==> src/rtl/prco_lsu_pkg.sv <==
// prco_lsu shared definitions: opcodes, LSU state encoding, timeout default.
package prco_lsu_pkg;

  localparam logic [4:0] PRCO_OP_ADD = 5'h00;
  localparam logic [4:0] PRCO_OP_LW  = 5'h10;
  localparam logic [4:0] PRCO_OP_SW  = 5'h11;

  localparam int PRCO_LSU_TIMEOUT_DEF = 64;

  typedef enum logic [1:0] {
    LSU_IDLE = 2'd0,
    LSU_REQ  = 2'd1,
    LSU_FIN  = 2'd2
  } lsu_state_e;

  function automatic logic is_mem_op(logic [4:0] op);
    return (op == PRCO_OP_LW) || (op == PRCO_OP_SW);
  endfunction

endpackage

==> src/rtl/prco_lsu_timer.sv <==
// prco_lsu request watchdog: clearable saturating counter.
// expire flags that this increment reaches LIMIT.
module prco_lsu_timer
  import prco_lsu_pkg::*;
#(
  parameter int LIMIT = PRCO_LSU_TIMEOUT_DEF
) (
  input  logic clk,
  input  logic reset,
  input  logic clr,
  input  logic inc,
  output logic expire
);

  localparam int CW = $clog2(LIMIT + 1);

  logic [CW-1:0] cnt;

  always_ff @(posedge clk) begin
    if (reset || clr)
      cnt <= '0;
    else if (inc && cnt != CW'(LIMIT))
      cnt <= cnt + CW'(1);
  end

  assign expire = inc && (cnt >= CW'(LIMIT - 1));

endmodule

==> src/rtl/prco_lsu.sv <==
// prco_lsu: load/store stage, req/ack data-RAM port, LW writeback.
// Define PRCO_LSU_TIMEOUT_EN to abort requests after TIMEOUT_CYCLES.
module prco_lsu
  import prco_lsu_pkg::*;
#(
  parameter int DATA_W         = 16,
  parameter int REG_SEL_W      = 3,
  parameter int TIMEOUT_CYCLES = PRCO_LSU_TIMEOUT_DEF
) (
  input  logic                 i_clk,
  input  logic                 i_reset,
  input  logic                 i_ce,
  input  logic [4:0]           i_op,
  input  logic [DATA_W-1:0]    i_addr,
  input  logic [DATA_W-1:0]    i_wdata,
  input  logic [REG_SEL_W-1:0] i_dst,
  output logic                 q_mem_req,
  output logic                 q_mem_we,
  output logic [DATA_W-1:0]    q_mem_addr,
  output logic [DATA_W-1:0]    q_mem_wdata,
  input  logic                 i_mem_ack,
  input  logic [DATA_W-1:0]    i_mem_rdata,
  output logic                 q_reg_we,
  output logic [REG_SEL_W-1:0] q_reg_sel,
  output logic [DATA_W-1:0]    q_reg_data,
  output logic                 q_busy,
  output logic                 q_done,
  output logic                 q_fault
);

  lsu_state_e state;
  logic [REG_SEL_W-1:0] dst;
  logic is_load;
  logic tmo;

`ifdef PRCO_LSU_TIMEOUT_EN
  prco_lsu_timer #(
    .LIMIT (TIMEOUT_CYCLES)
  ) u_timer (
    .clk    (i_clk),
    .reset  (i_reset),
    .clr    (state == LSU_IDLE),
    .inc    (state == LSU_REQ && !i_mem_ack),
    .expire (tmo)
  );
`else
  logic unused_cfg;
  assign unused_cfg = (TIMEOUT_CYCLES > 0);
  assign tmo = 1'b0;
`endif

  always_ff @(posedge i_clk) begin
    if (i_reset) begin
      state       <= LSU_IDLE;
      dst         <= '0;
      is_load     <= 1'b0;
      q_mem_req   <= 1'b0;
      q_mem_we    <= 1'b0;
      q_mem_addr  <= '0;
      q_mem_wdata <= '0;
      q_reg_we    <= 1'b0;
      q_reg_sel   <= '0;
      q_reg_data  <= '0;
      q_busy      <= 1'b0;
      q_done      <= 1'b0;
      q_fault     <= 1'b0;
    end else begin
      q_done   <= 1'b0;
      q_fault  <= 1'b0;
      q_reg_we <= 1'b0;
      unique case (state)
        LSU_IDLE: begin
          if (i_ce && is_mem_op(i_op)) begin
            state       <= LSU_REQ;
            dst         <= i_dst;
            is_load     <= (i_op == PRCO_OP_LW);
            q_mem_req   <= 1'b1;
            q_mem_we    <= (i_op == PRCO_OP_SW);
            q_mem_addr  <= i_addr;
            q_mem_wdata <= i_wdata;
            q_busy      <= 1'b1;
          end else if (i_ce) begin
            state   <= LSU_FIN;
            q_done  <= 1'b1;
            q_fault <= 1'b1;
            q_busy  <= 1'b1;
          end
        end
        LSU_REQ: begin
          // ack wins over a timeout landing in the same cycle
          if (i_mem_ack) begin
            state     <= LSU_FIN;
            q_mem_req <= 1'b0;
            q_done    <= 1'b1;
            if (is_load) begin
              q_reg_we   <= 1'b1;
              q_reg_sel  <= dst;
              q_reg_data <= i_mem_rdata;
            end
          end else if (tmo) begin
            state     <= LSU_FIN;
            q_mem_req <= 1'b0;
            q_done    <= 1'b1;
            q_fault   <= 1'b1;
          end
        end
        LSU_FIN: begin
          state  <= LSU_IDLE;
          q_busy <= 1'b0;
        end
        default: state <= LSU_IDLE;
      endcase
    end
  end

endmodule

==> config.mk <==
export PLATFORM = sky130hd
export DESIGN_NAME = prco_lsu
export DESIGN_NICKNAME = d
export VERILOG_FILES = /design/src/rtl/prco_lsu_pkg.sv /design/src/rtl/prco_lsu_timer.sv /design/src/rtl/prco_lsu.sv
export SDC_FILE = /design/constraint.sdc
export NUM_CORES = 1
export LEC_CHECK = 0
export ABC_CLOCK_PERIOD_IN_PS = 2830
export CORE_UTILIZATION = 43
export CTS_CLUSTER_SIZE = 40
export DETAILED_ROUTE_END_ITERATION = 10
export GPL_ROUTABILITY_DRIVEN = 0
export HOLD_SLACK_MARGIN = 0.1
export MAX_ROUTING_LAYER = met4
export PLACE_DENSITY = 0.84
export SLEW_MARGIN = 5
export SYNTH_ARGS = -nofsm -noshare
export SYNTH_HDL_FRONTEND = slang
export SYNTH_SLANG_ARGS = --single-unit
==> constraint.sdc <==
create_clock -name i_clk -period 2.83 [get_ports i_clk]
set_input_delay 0.566 -clock i_clk [delete_from_list [all_inputs] [get_ports i_clk]]
set_output_delay 0.566 -clock i_clk [all_outputs]
set_load 0.03 [all_outputs]
Word-level counts from Yosys, hierarchy flattened
Cells that the tools add are included.
- register bits after elaboration: 63
- bits of input ports: 60
- output and inout port bits: 57
- logic and storage cells: 50
- equality and inequality tests: 7
- multiplexer cells: 15
- bitwise gates (word level): 3
- reduce and logical (&&, ||, !) cells: 12
- operators by type and width (kind ; count):
    $eq A5 B5 Y1 const B ; 2
    $mux W1 ; 8
    $mux W2 ; 3
    $pmux W1 S2 ; 3
    $reduce_and A2 Y1 ; 3
    $reduce_and A3 Y1 ; 2
    $ne A2 B2 Y1 const B ; 2
    $pmux W2 S2 ; 1
    $reduce_bool A2 Y1 ; 2
    $ne A3 B3 Y1 const B ; 1
    $not A1 Y1 ; 3
    $reduce_or A3 Y1 ; 1
    $eq A2 B1 Y1 const B ; 1
    $eq A2 B2 Y1 const B ; 1
    $logic_not A2 Y1 ; 1
    $reduce_or A2 Y1 ; 1
    $logic_and A1 B1 Y1 ; 1
    $logic_or A1 B1 Y1 ; 1

Longest topological paths before layout
Gate-level depths: netlist (run 1).
- word-level depth: 5
- mapped depth: 6
- depth with buffers taken out: 3

Worst setup path before layout (run 1)
Ideal clock, no wire load.
- path type: input to register
- from: input port i_op[1]
- to: register q_mem_addr[0]
- setup time: 132 ps
- data arrival time: 1570 ps
- required time: 2698 ps
- setup slack: 1128 ps
- stages on the path: 5
- path buffers: 2
- cells stage by stage: or4b_1 buf_6 buf_8 o21ai_2 a21oi_1
- longest elaborated chain between the ends: 4
- elaborated cells between the ends (all ways): 5
- those cells by class: 2 x eq/ne; 3 x reduce/logical
- ends and longest elaborated chain (what ; line ; RTL):
    start, declared ; prco_lsu.sv:13 ; input logic [4:0] i_op,
    $eq A5 B5 Y1 ; prco_lsu_pkg.sv:17 ; return (op == PRCO_OP_LW) || (op == PRCO_OP_SW);
    $logic_or A1 B1 Y1 (*) ; prco_lsu_pkg.sv:17 ;
    $logic_and A1 B1 Y1 (*) ; prco_lsu.sv:73 ; if (i_ce && is_mem_op(i_op)) begin
    $reduce_and A2 Y1 (no source line) (*) ; -- ;
    end signal, assigned ; prco_lsu.sv:79 ; q_mem_addr <= i_addr;
    end, declared ; prco_lsu.sv:19 ; output logic [DATA_W-1:0] q_mem_addr,
Every way passes the cells marked *; elsewhere a longest branch is shown, timed or not.
A chain may end at the register's enable or synchronous reset.

Worst setup path in the final report (run 1)
- from: input port i_op[1]
- to: register q_mem_wdata[4]
- longest elaborated chain between the ends: 4
- elaborated cells between the ends (all ways): 5
- those cells by class: 2 x eq/ne; 3 x reduce/logical
- ends and longest elaborated chain (what ; line ; RTL):
    $eq A5 B5 Y1 ; prco_lsu_pkg.sv:17 ;
    $logic_or A1 B1 Y1 (*) ; prco_lsu_pkg.sv:17 ;
    $logic_and A1 B1 Y1 (*) ; prco_lsu.sv:73 ;
    $reduce_and A2 Y1 (no source line) (*) ; -- ;
    end signal, assigned ; prco_lsu.sv:80 ; q_mem_wdata <= i_wdata;
    end, declared ; prco_lsu.sv:20 ; output logic [DATA_W-1:0] q_mem_wdata,
Marks and branches as above.

==> results of run 1 <==
-- through the flow --
step           setup slack (ns)  area, um^2  power, uW  cells
3_5_place_dp              0.354        3610       1120    447
3_3_place_gp              0.406        3610       1120    447
2_1_floorplan              1.13        2440       1010    280
4_1_cts                   0.696        3800       1890    462
5_1_grt                   0.642        3800       1940    462
6_report                  0.686        3800       1870    462
-- report_power, final --
group / internal [uW] / switching [uW] / total, uW
combinational: 104 / 93.6 / 198
clock: 445 / 327 / 772
sequential: 897 / 7.71 / 905
total: 1450 / 428 / 1870
-- per-layer routing --
layer	vias to the layer above	global-route usage [%]	routed length (um)
met5	-	-	0
met4	0	11.9	224
met3	21	5.18	251
met2	69	39.6	3430
met1	1108	23.7	2600
li1	1198	-	-
-- cell usage after synthesis, types with 2 or more instances --
cell,instances,area share (%)
nor3_1,2,0.41
clkbuf_1,12,1.8
o21ai_1,16,3.3
buf_2,9,1.8
nand3_1,36,7.4
nand2_1,40,6.2
buf_4,2,0.61
nor2b_1,2,0.51
dfxtp_1,63,52
buf_6,2,0.92
nor2_1,4,0.61
o21ai_2,20,7.2
nor3b_1,2,0.61
buf_8,2,1.2
a211oi_1,2,0.61
a21oi_1,57,12
-- layout make-up --
type / count / area, um^2
clock buffer: 11 / 151
clock inverter: 4 / 45.0
fill: 490 / 1670
multi-input combinational: 189 / 1030
sequential: 63 / 1260
tap: 72 / 90.1
timing repair buffer: 123 / 1220
-- flip-flops by register name (all words and copies together) (netlist names), 2 cells and up --
register,count
q_mem_addr,16
q_reg_data,16
dst,3
state,2
q_reg_sel,3
q_mem_wdata,16
-- final timing paths --
kind	from	end	slack (ns)	cells past startpoint
worst max-delay path	i_op[1]	q_mem_wdata[4]$_SDFFE_PP0P_	0.69	5
worst min-delay path	q_reg_sel[0]$_SDFFE_PP0P_	q_reg_sel[0]$_SDFFE_PP0P_	0.45	2
worst max register to register	state[1]$_SDFFE_PP0P_	q_mem_wdata[4]$_SDFFE_PP0P_	1.01	3
worst min register to register	q_reg_sel[0]$_SDFFE_PP0P_	q_reg_sel[0]$_SDFFE_PP0P_	0.45	2
-- cell families (layout without fill, tap and decap cells) --
kind of cell           Yosys count  after routing  share of synthesized area, %
buffers and inverters           28            138                          6.61
AO/OA/AOI/OAI                   96             96                          23.1
AND/OR/NAND/NOR                 93             93                          18.7
flip-flops                      63             63                          51.7
-- layout by cell type, fill, tap and decap left out --
master and count:
dfxtp_1 63, nor3b_1 2, clkdlybuf4s50_1 115, or4b_2 1, a21oi_1 57, nand2_1 40
nor2b_1 2, o21ai_2 20, and4b_1 1, buf_4 6, or3b_2 1, buf_2 1
clkbuf_8 11, nand3_1 36, nor4b_4 1, buf_12 1, nand4b_1 1, o21ai_1 16
nand3b_1 1, clkinv_2 3, bufinv_16 1, a22oi_1 1, nor3_1 2, nor2_1 4
a211oi_1 2, nor3b_4 1
-- worst max-delay path, cell delays in order --
cell             delay (ns)
clkdlybuf4s50_1        0.46
or4b_2                 0.67
buf_4                  0.31
o21ai_2                0.22
a21oi_1                0.09
==> metrics.txt, run 1 <==
# TYPE chip_impl_metric gauge
chip_impl_metric{name="p_leak",unit="uW"} 0.00125
chip_impl_metric{name="worstSkewPairLatency",unit="ns"} 0.33
chip_impl_metric{name="postSynthRegisterBits",unit=""} 63
chip_impl_metric{name="final_min_period_over_clock_period",unit="%"} 75.8
chip_impl_metric{name="die_x",unit="um"} 77.3
chip_impl_metric{name="grt_antenna_before_repair",unit=""} 0
chip_impl_metric{name="rows",unit=""} 27
chip_impl_metric{name="ant_nets",unit=""} 0
chip_impl_metric{name="combined_global_route_utilization_of_all_metal_layers",unit="%"} 22.7
chip_impl_metric{name="number_of_buffers_created_by_cts",unit=""} 9
chip_impl_info{name="startpoint_type",value="input port"} 1
chip_impl_info{name="cts-root-buf",value="clkbuf_8"} 1
chip_impl_metric{name="post-route-drc-count",unit=""} 1
chip_impl_metric{name="postSynthAreaPerCell",unit="um^2"} 8.72
chip_impl_metric{name="final_layout_size_suffix_gt1_share",unit="%"} 12.1
chip_impl_metric{name="grt_overflow_total",unit=""} 0
chip_impl_metric{name="synthCells",unit=""} 280
chip_impl_metric{name="max-slew-margin-rel",unit="%"} 32.5
chip_impl_metric{name="portBuffers",unit=""} 116
chip_impl_metric{name="max_clock_freq",unit="GHz"} 0.466
chip_impl_metric{name="grt_first_pass_wirelength",unit="um"} 10400
chip_impl_metric{name="htree_levels",unit=""} 3
chip_impl_info{name="path_class",value="in2reg"} 1
chip_impl_metric{name="detailed_place_hpwl",unit="um"} 4410
chip_impl_metric{name="ctsHoldBuffers",unit=""} 0
chip_impl_info{name="setup_repair_after_global_routing_missed_its_margin",value="false"} 1
chip_impl_metric{name="detail_route.wl_per_cell",unit="um"} 14.1
chip_impl_metric{name="ports_placed_on_the_boundary",unit=""} 117
chip_impl_metric{name="vias_per_cell",unit=""} 5.19
chip_impl_metric{name="clkSinkCount",unit=""} 63
chip_impl_metric{name="p_per_area",unit="nW/um^2"} 493
chip_impl_metric{name="worst_pin_slew",unit="ns"} 1.01
chip_impl_metric{name="syn-cell-area",unit="um^2"} 2440
chip_impl_info{name="run_status",value="finished, violations left"} 1
chip_impl_metric{name="wl",unit="um"} 6510
chip_impl_info{name="synth_top_flop_cell",value="dfxtp_1"} 1
chip_impl_metric{name="detailedRoute.firstIterationViolations",unit=""} 149
chip_impl_metric{name="critPathMaxFanout",unit=""} 37
chip_impl_metric{name="vdd_drop_max",unit="mV"} 0.363
chip_impl_metric{name="routed-via-count",unit=""} 2396
chip_impl_metric{name="synth.yosys.warnings",unit=""} 0
chip_impl_info{name="timing.critical_path.to_type",value="register"} 1
chip_impl_metric{name="cts.clk_slew.worst_paths",unit="ns"} 0.07
chip_impl_metric{name="antenna-diode-count",unit=""} 0
chip_impl_metric{name="timing.critical_path.required",unit="ns"} 3.02
chip_impl_metric{name="floorplan.die.height",unit="um"} 77.3
chip_impl_metric{name="finish.net_count",unit=""} 446
chip_impl_metric{name="largest_net_degree_at_the_start_of_global_routing",unit=""} 40
chip_impl_metric{name="die-area",unit="um^2"} 5980
chip_impl_metric{name="setup-tns-final",unit="ns"} 0
chip_impl_metric{name="yosysUniqueCellTypes",unit=""} 25
chip_impl_info{name="tritoncts_clock_tree",value="built"} 1
chip_impl_info{name="violations_in_the_final_reports",value="DRC"} 1
chip_impl_metric{name="grt_pass1_vias",unit=""} 2255
chip_impl_metric{name="fin_crit",unit="ns"} 2.14
chip_impl_metric{name="synth_sequential_area_ratio",unit="%"} 51.7
chip_impl_metric{name="initial_utilization",unit="%"} 44.6
chip_impl_metric{name="postLayoutCoreUtil",unit="%"} 69.5
chip_impl_metric{name="post_cts_resize_count",unit=""} 0
chip_impl_metric{name="fin_worst_hold_slack",unit="ns"} 0.454
chip_impl_metric{name="area_growth",unit="%"} 55.8
chip_impl_metric{name="timing_max_transition_violations_final",unit=""} 0
chip_impl_metric{name="hold_violations",unit=""} 0
chip_impl_metric{name="synth_async_sr_flop_share",unit="%"} 0
chip_impl_metric{name="clock_tree.buffer_depth",unit=""} 2
chip_impl_metric{name="core_area",unit="um^2"} 5470
chip_impl_info{name="hp-class",value="reg2reg"} 1
chip_impl_metric{name="setup-violations-final",unit=""} 0
chip_impl_metric{name="postCtsSetupRepairBufs",unit=""} 0
chip_impl_metric{name="synth-edff-count",unit=""} 0
chip_impl_metric{name="post_synthesis_net_count",unit=""} 340
chip_impl_metric{name="drt_first_pass_iters",unit=""} 7
chip_impl_metric{name="clock_skew",unit="ns"} 0.00827
chip_impl_metric{name="arrival_time_reported_for_the_critical_path_endpoint",unit="ns"} 2.34
chip_impl_metric{name="drv.max_cap_violation_count",unit=""} 0
Power figures use the tool's default switching activity.
==> inputs of run 2 (changes only) <==
--- a/config.mk
+++ b/config.mk
@@ -5,14 +5,14 @@
 export SDC_FILE = /design/constraint.sdc
 export NUM_CORES = 1
 export LEC_CHECK = 0
-export ABC_CLOCK_PERIOD_IN_PS = 2830
-export CORE_UTILIZATION = 43
+export ABC_CLOCK_PERIOD_IN_PS = 1800
+export CORE_UTILIZATION = 36
 export CTS_CLUSTER_SIZE = 40
 export DETAILED_ROUTE_END_ITERATION = 10
 export GPL_ROUTABILITY_DRIVEN = 0
 export HOLD_SLACK_MARGIN = 0.1
 export MAX_ROUTING_LAYER = met4
-export PLACE_DENSITY = 0.84
+export PLACE_DENSITY = 0.75
 export SLEW_MARGIN = 5
 export SYNTH_ARGS = -nofsm -noshare
 export SYNTH_HDL_FRONTEND = slang
==> constraint.sdc (replaced) <==
create_clock -name i_clk -period 1.8 [get_ports i_clk]
set_input_delay 0.36 -clock i_clk [delete_from_list [all_inputs] [get_ports i_clk]]
set_output_delay 0.36 -clock i_clk [all_outputs]
set_load 0.03 [all_outputs]
==> run 2 against run 1 <==
The run still ends with DRC left. Global-route usage is 2.9 points lower. Sequential power is 57% higher. Sequential share of layout area is 1.7 points lower.
==> metrics.txt, run 2 (synthesis results as in run 1) <==
# TYPE chip_impl_metric gauge
chip_impl_info{name="path_class",value="reg2out"} 1
chip_impl_info{name="worstHoldStart",value="i_reset"} 1
chip_impl_metric{name="final_min_period_over_clock_period",unit="%"} 96.6
chip_impl_metric{name="largest_net_degree_at_the_start_of_global_routing",unit=""} 47
chip_impl_metric{name="max_clock_freq",unit="GHz"} 0.575
chip_impl_metric{name="detailed_place_hpwl",unit="um"} 4610
chip_impl_info{name="worst_r2r_endpoint",value="q_mem_wdata[15]$_SDFFE_PP0P_"} 1
chip_impl_metric{name="finish.net_count",unit=""} 458
chip_impl_metric{name="initial_utilization",unit="%"} 37.8
chip_impl_info{name="hp-class",value="in2reg"} 1
chip_impl_metric{name="area_growth",unit="%"} 64.3
chip_impl_metric{name="cp_peak_stage_delay",unit="ns"} 0.71
chip_impl_metric{name="clock_skew",unit="ns"} 0.00729
chip_impl_metric{name="arrival_time_reported_for_the_critical_path_endpoint",unit="ns"} 1.38
chip_impl_metric{name="htree_levels",unit=""} 3
chip_impl_metric{name="fill_cells",unit=""} 577
chip_impl_metric{name="whs_path_depth",unit=""} 2
chip_impl_metric{name="postLayoutCoreUtil",unit="%"} 62.1
chip_impl_metric{name="clkSinkCount",unit=""} 63
chip_impl_metric{name="die-area",unit="um^2"} 7110
chip_impl_metric{name="timing.critical_path.buf_inv",unit=""} 1
chip_impl_metric{name="drt_first_pass_iters",unit=""} 8
chip_impl_metric{name="grt_pass1_vias",unit=""} 2403
chip_impl_info{name="setup_repair_after_global_routing_missed_its_margin",value="false"} 1
chip_impl_metric{name="p_leak",unit="uW"} 0.00134
chip_impl_metric{name="number_of_buffers_created_by_cts",unit=""} 9
chip_impl_info{name="layout.cells.most_common",value="clkdlybuf4s50_1"} 1
chip_impl_info{name="startpoint_type",value="register"} 1
chip_impl_metric{name="max-slew-margin-rel",unit="%"} 76.4
chip_impl_metric{name="die_x",unit="um"} 84.3
chip_impl_info{name="hold-path-endpoint",value="q_reg_we$_SDFF_PP0_"} 1
chip_impl_metric{name="ports_placed_on_the_boundary",unit=""} 117
chip_impl_info{name="crit_path_cell_trace",value="clkdlybuf4s50_1"} 1
chip_impl_metric{name="setup-tns-final",unit="ns"} 0
chip_impl_metric{name="timing.critical_path.required",unit="ns"} 1.44
chip_impl_info{name="violations_in_the_final_reports",value="DRC"} 1
chip_impl_info{name="timing.critical_path.to_type",value="primary output"} 1
chip_impl_metric{name="critPathMaxFanout",unit=""} 2
chip_impl_metric{name="clock_tree.buffer_depth",unit=""} 2
chip_impl_metric{name="wl",unit="um"} 6600
chip_impl_metric{name="detailedRoute.firstIterationViolations",unit=""} 119
chip_impl_metric{name="routed-via-count",unit=""} 2374
chip_impl_metric{name="timing.reg2reg.worst_path_depth",unit=""} 4
chip_impl_info{name="cpMaxStageDelayCell",value="clkdlybuf4s50_1"} 1
chip_impl_metric{name="totalPowerFinal",unit="uW"} 3050
chip_impl_metric{name="vdd_drop_max",unit="mV"} 0.396
chip_impl_metric{name="worstSkewPairLatency",unit="ns"} 0.32
chip_impl_metric{name="core_area",unit="um^2"} 6460
chip_impl_metric{name="final_layout_size_suffix_gt1_share",unit="%"} 14.1
chip_impl_metric{name="r2r_slack",unit="ns"} 0.40
chip_impl_metric{name="portBuffers",unit=""} 116
chip_impl_info{name="run_status",value="finished, violations left"} 1
chip_impl_metric{name="grt_first_pass_wirelength",unit="um"} 10900
chip_impl_metric{name="fin_crit",unit="ns"} 1.74
chip_impl_metric{name="antenna-diode-count",unit=""} 0
chip_impl_metric{name="timing_max_transition_violations_final",unit=""} 0
chip_impl_info{name="reg_top3",value="q_mem_addr (16), q_mem_wdata (16), q_reg_data (16)"} 1
chip_impl_info{name="cts-root-buf",value="clkbuf_8"} 1
chip_impl_metric{name="vias_per_cell",unit=""} 4.95
chip_impl_info{name="crit_family",value="buffers and inverters"} 1
chip_impl_metric{name="grt_antenna_before_repair",unit=""} 0
chip_impl_metric{name="setup-violations-final",unit=""} 0
chip_impl_metric{name="detail_route.wl_per_cell",unit="um"} 13.8
chip_impl_metric{name="grt_overflow_total",unit=""} 0
chip_impl_metric{name="drv.max_cap_violation_count",unit=""} 0
chip_impl_info{name="tritoncts_clock_tree",value="built"} 1
chip_impl_info{name="most-common-layout-cells",value="clkdlybuf4s50_1 (115), dfxtp_1 (63), a21oi_1 (57), nand2_1 (40), nand3_1 (36)"} 1
chip_impl_info{name="r2r_start",value="state[1]$_SDFFE_PP0P_"} 1
chip_impl_metric{name="floorplan.die.height",unit="um"} 84.3
chip_impl_metric{name="ctsHoldBuffers",unit=""} 0
chip_impl_metric{name="p_per_area",unit="nW/um^2"} 761
chip_impl_metric{name="hold_violations",unit=""} 0
chip_impl_metric{name="ant_nets",unit=""} 0
chip_impl_metric{name="worst_pin_slew",unit="ns"} 0.353
chip_impl_metric{name="combined_global_route_utilization_of_all_metal_layers",unit="%"} 19.8
chip_impl_metric{name="rows",unit=""} 29
chip_impl_metric{name="cts.clk_slew.worst_paths",unit="ns"} 0.07
chip_impl_metric{name="post-route-drc-count",unit=""} 6
run 2: worst max-delay path by stage:
stage | depth (start not counted) | to | slack (ns) | from
6_report | 1 | q_mem_we | 0.06 | q_mem_we$_SDFFE_PP0P_
5_1_grt | 1 | q_mem_we | 0.03 | q_mem_we$_SDFFE_PP0P_
4_1_cts | 5 | q_mem_addr[4]$_SDFFE_PP0P_ | 0.03 | i_op[3]
3_5_place_dp | 5 | q_mem_addr[4]$_SDFFE_PP0P_ | -0.32 | i_op[3]
3_3_place_gp | 5 | q_mem_addr[3]$_SDFFE_PP0P_ | -0.29 | i_op[3]
2_1_floorplan | 5 | q_mem_addr[0]$_SDFFE_PP0P_ | 0.30 | i_op[1]
run 2: metal layers:
metal  up-vias  wire length [um]  track usage, %
met5         -                 0               -
met4         0               142            8.94
met3        12               298            3.44
met2        62              3310            35.5
met1      1087              2850            21.3
li1       1213                 -               -
run 2: what timing repair did:
action                     in CTS  in global routing
setup endpoints to repair       0                  7
gates resized for setup         0                  1
buffers inserted                0                  0
run 2: report_power, final:
part	total [uW]	internal, uW	switching, uW
Sequential	1420	1410	8.51
Clock	1280	777	505
Combinational	353	194	159
Total	3050	2380	673
run 2: area by class of cell:
cell class              count  area, um^2  area share (%)
well taps                  77        96.3            2.40
flip-flops and latches     63        1260            31.4
clock inverters             4        70.1            1.75
clock buffers              12         135            3.37
repair buffers            135        1410            35.2
multi-input cells         189        1040            25.9
run 2: metrics by stage:
step	setup WS (ns)	hold slack, ns	instances	area (um^2)
3_3_place_gp	-0.291	0.436	464	3800
4_1_cts	0.0262	0.405	480	4010
6_report	0.0611	0.422	480	4010
5_1_grt	0.0276	0.454	480	4010
2_1_floorplan	0.304	0.431	280	2440
3_5_place_dp	-0.320	0.446	464	3800
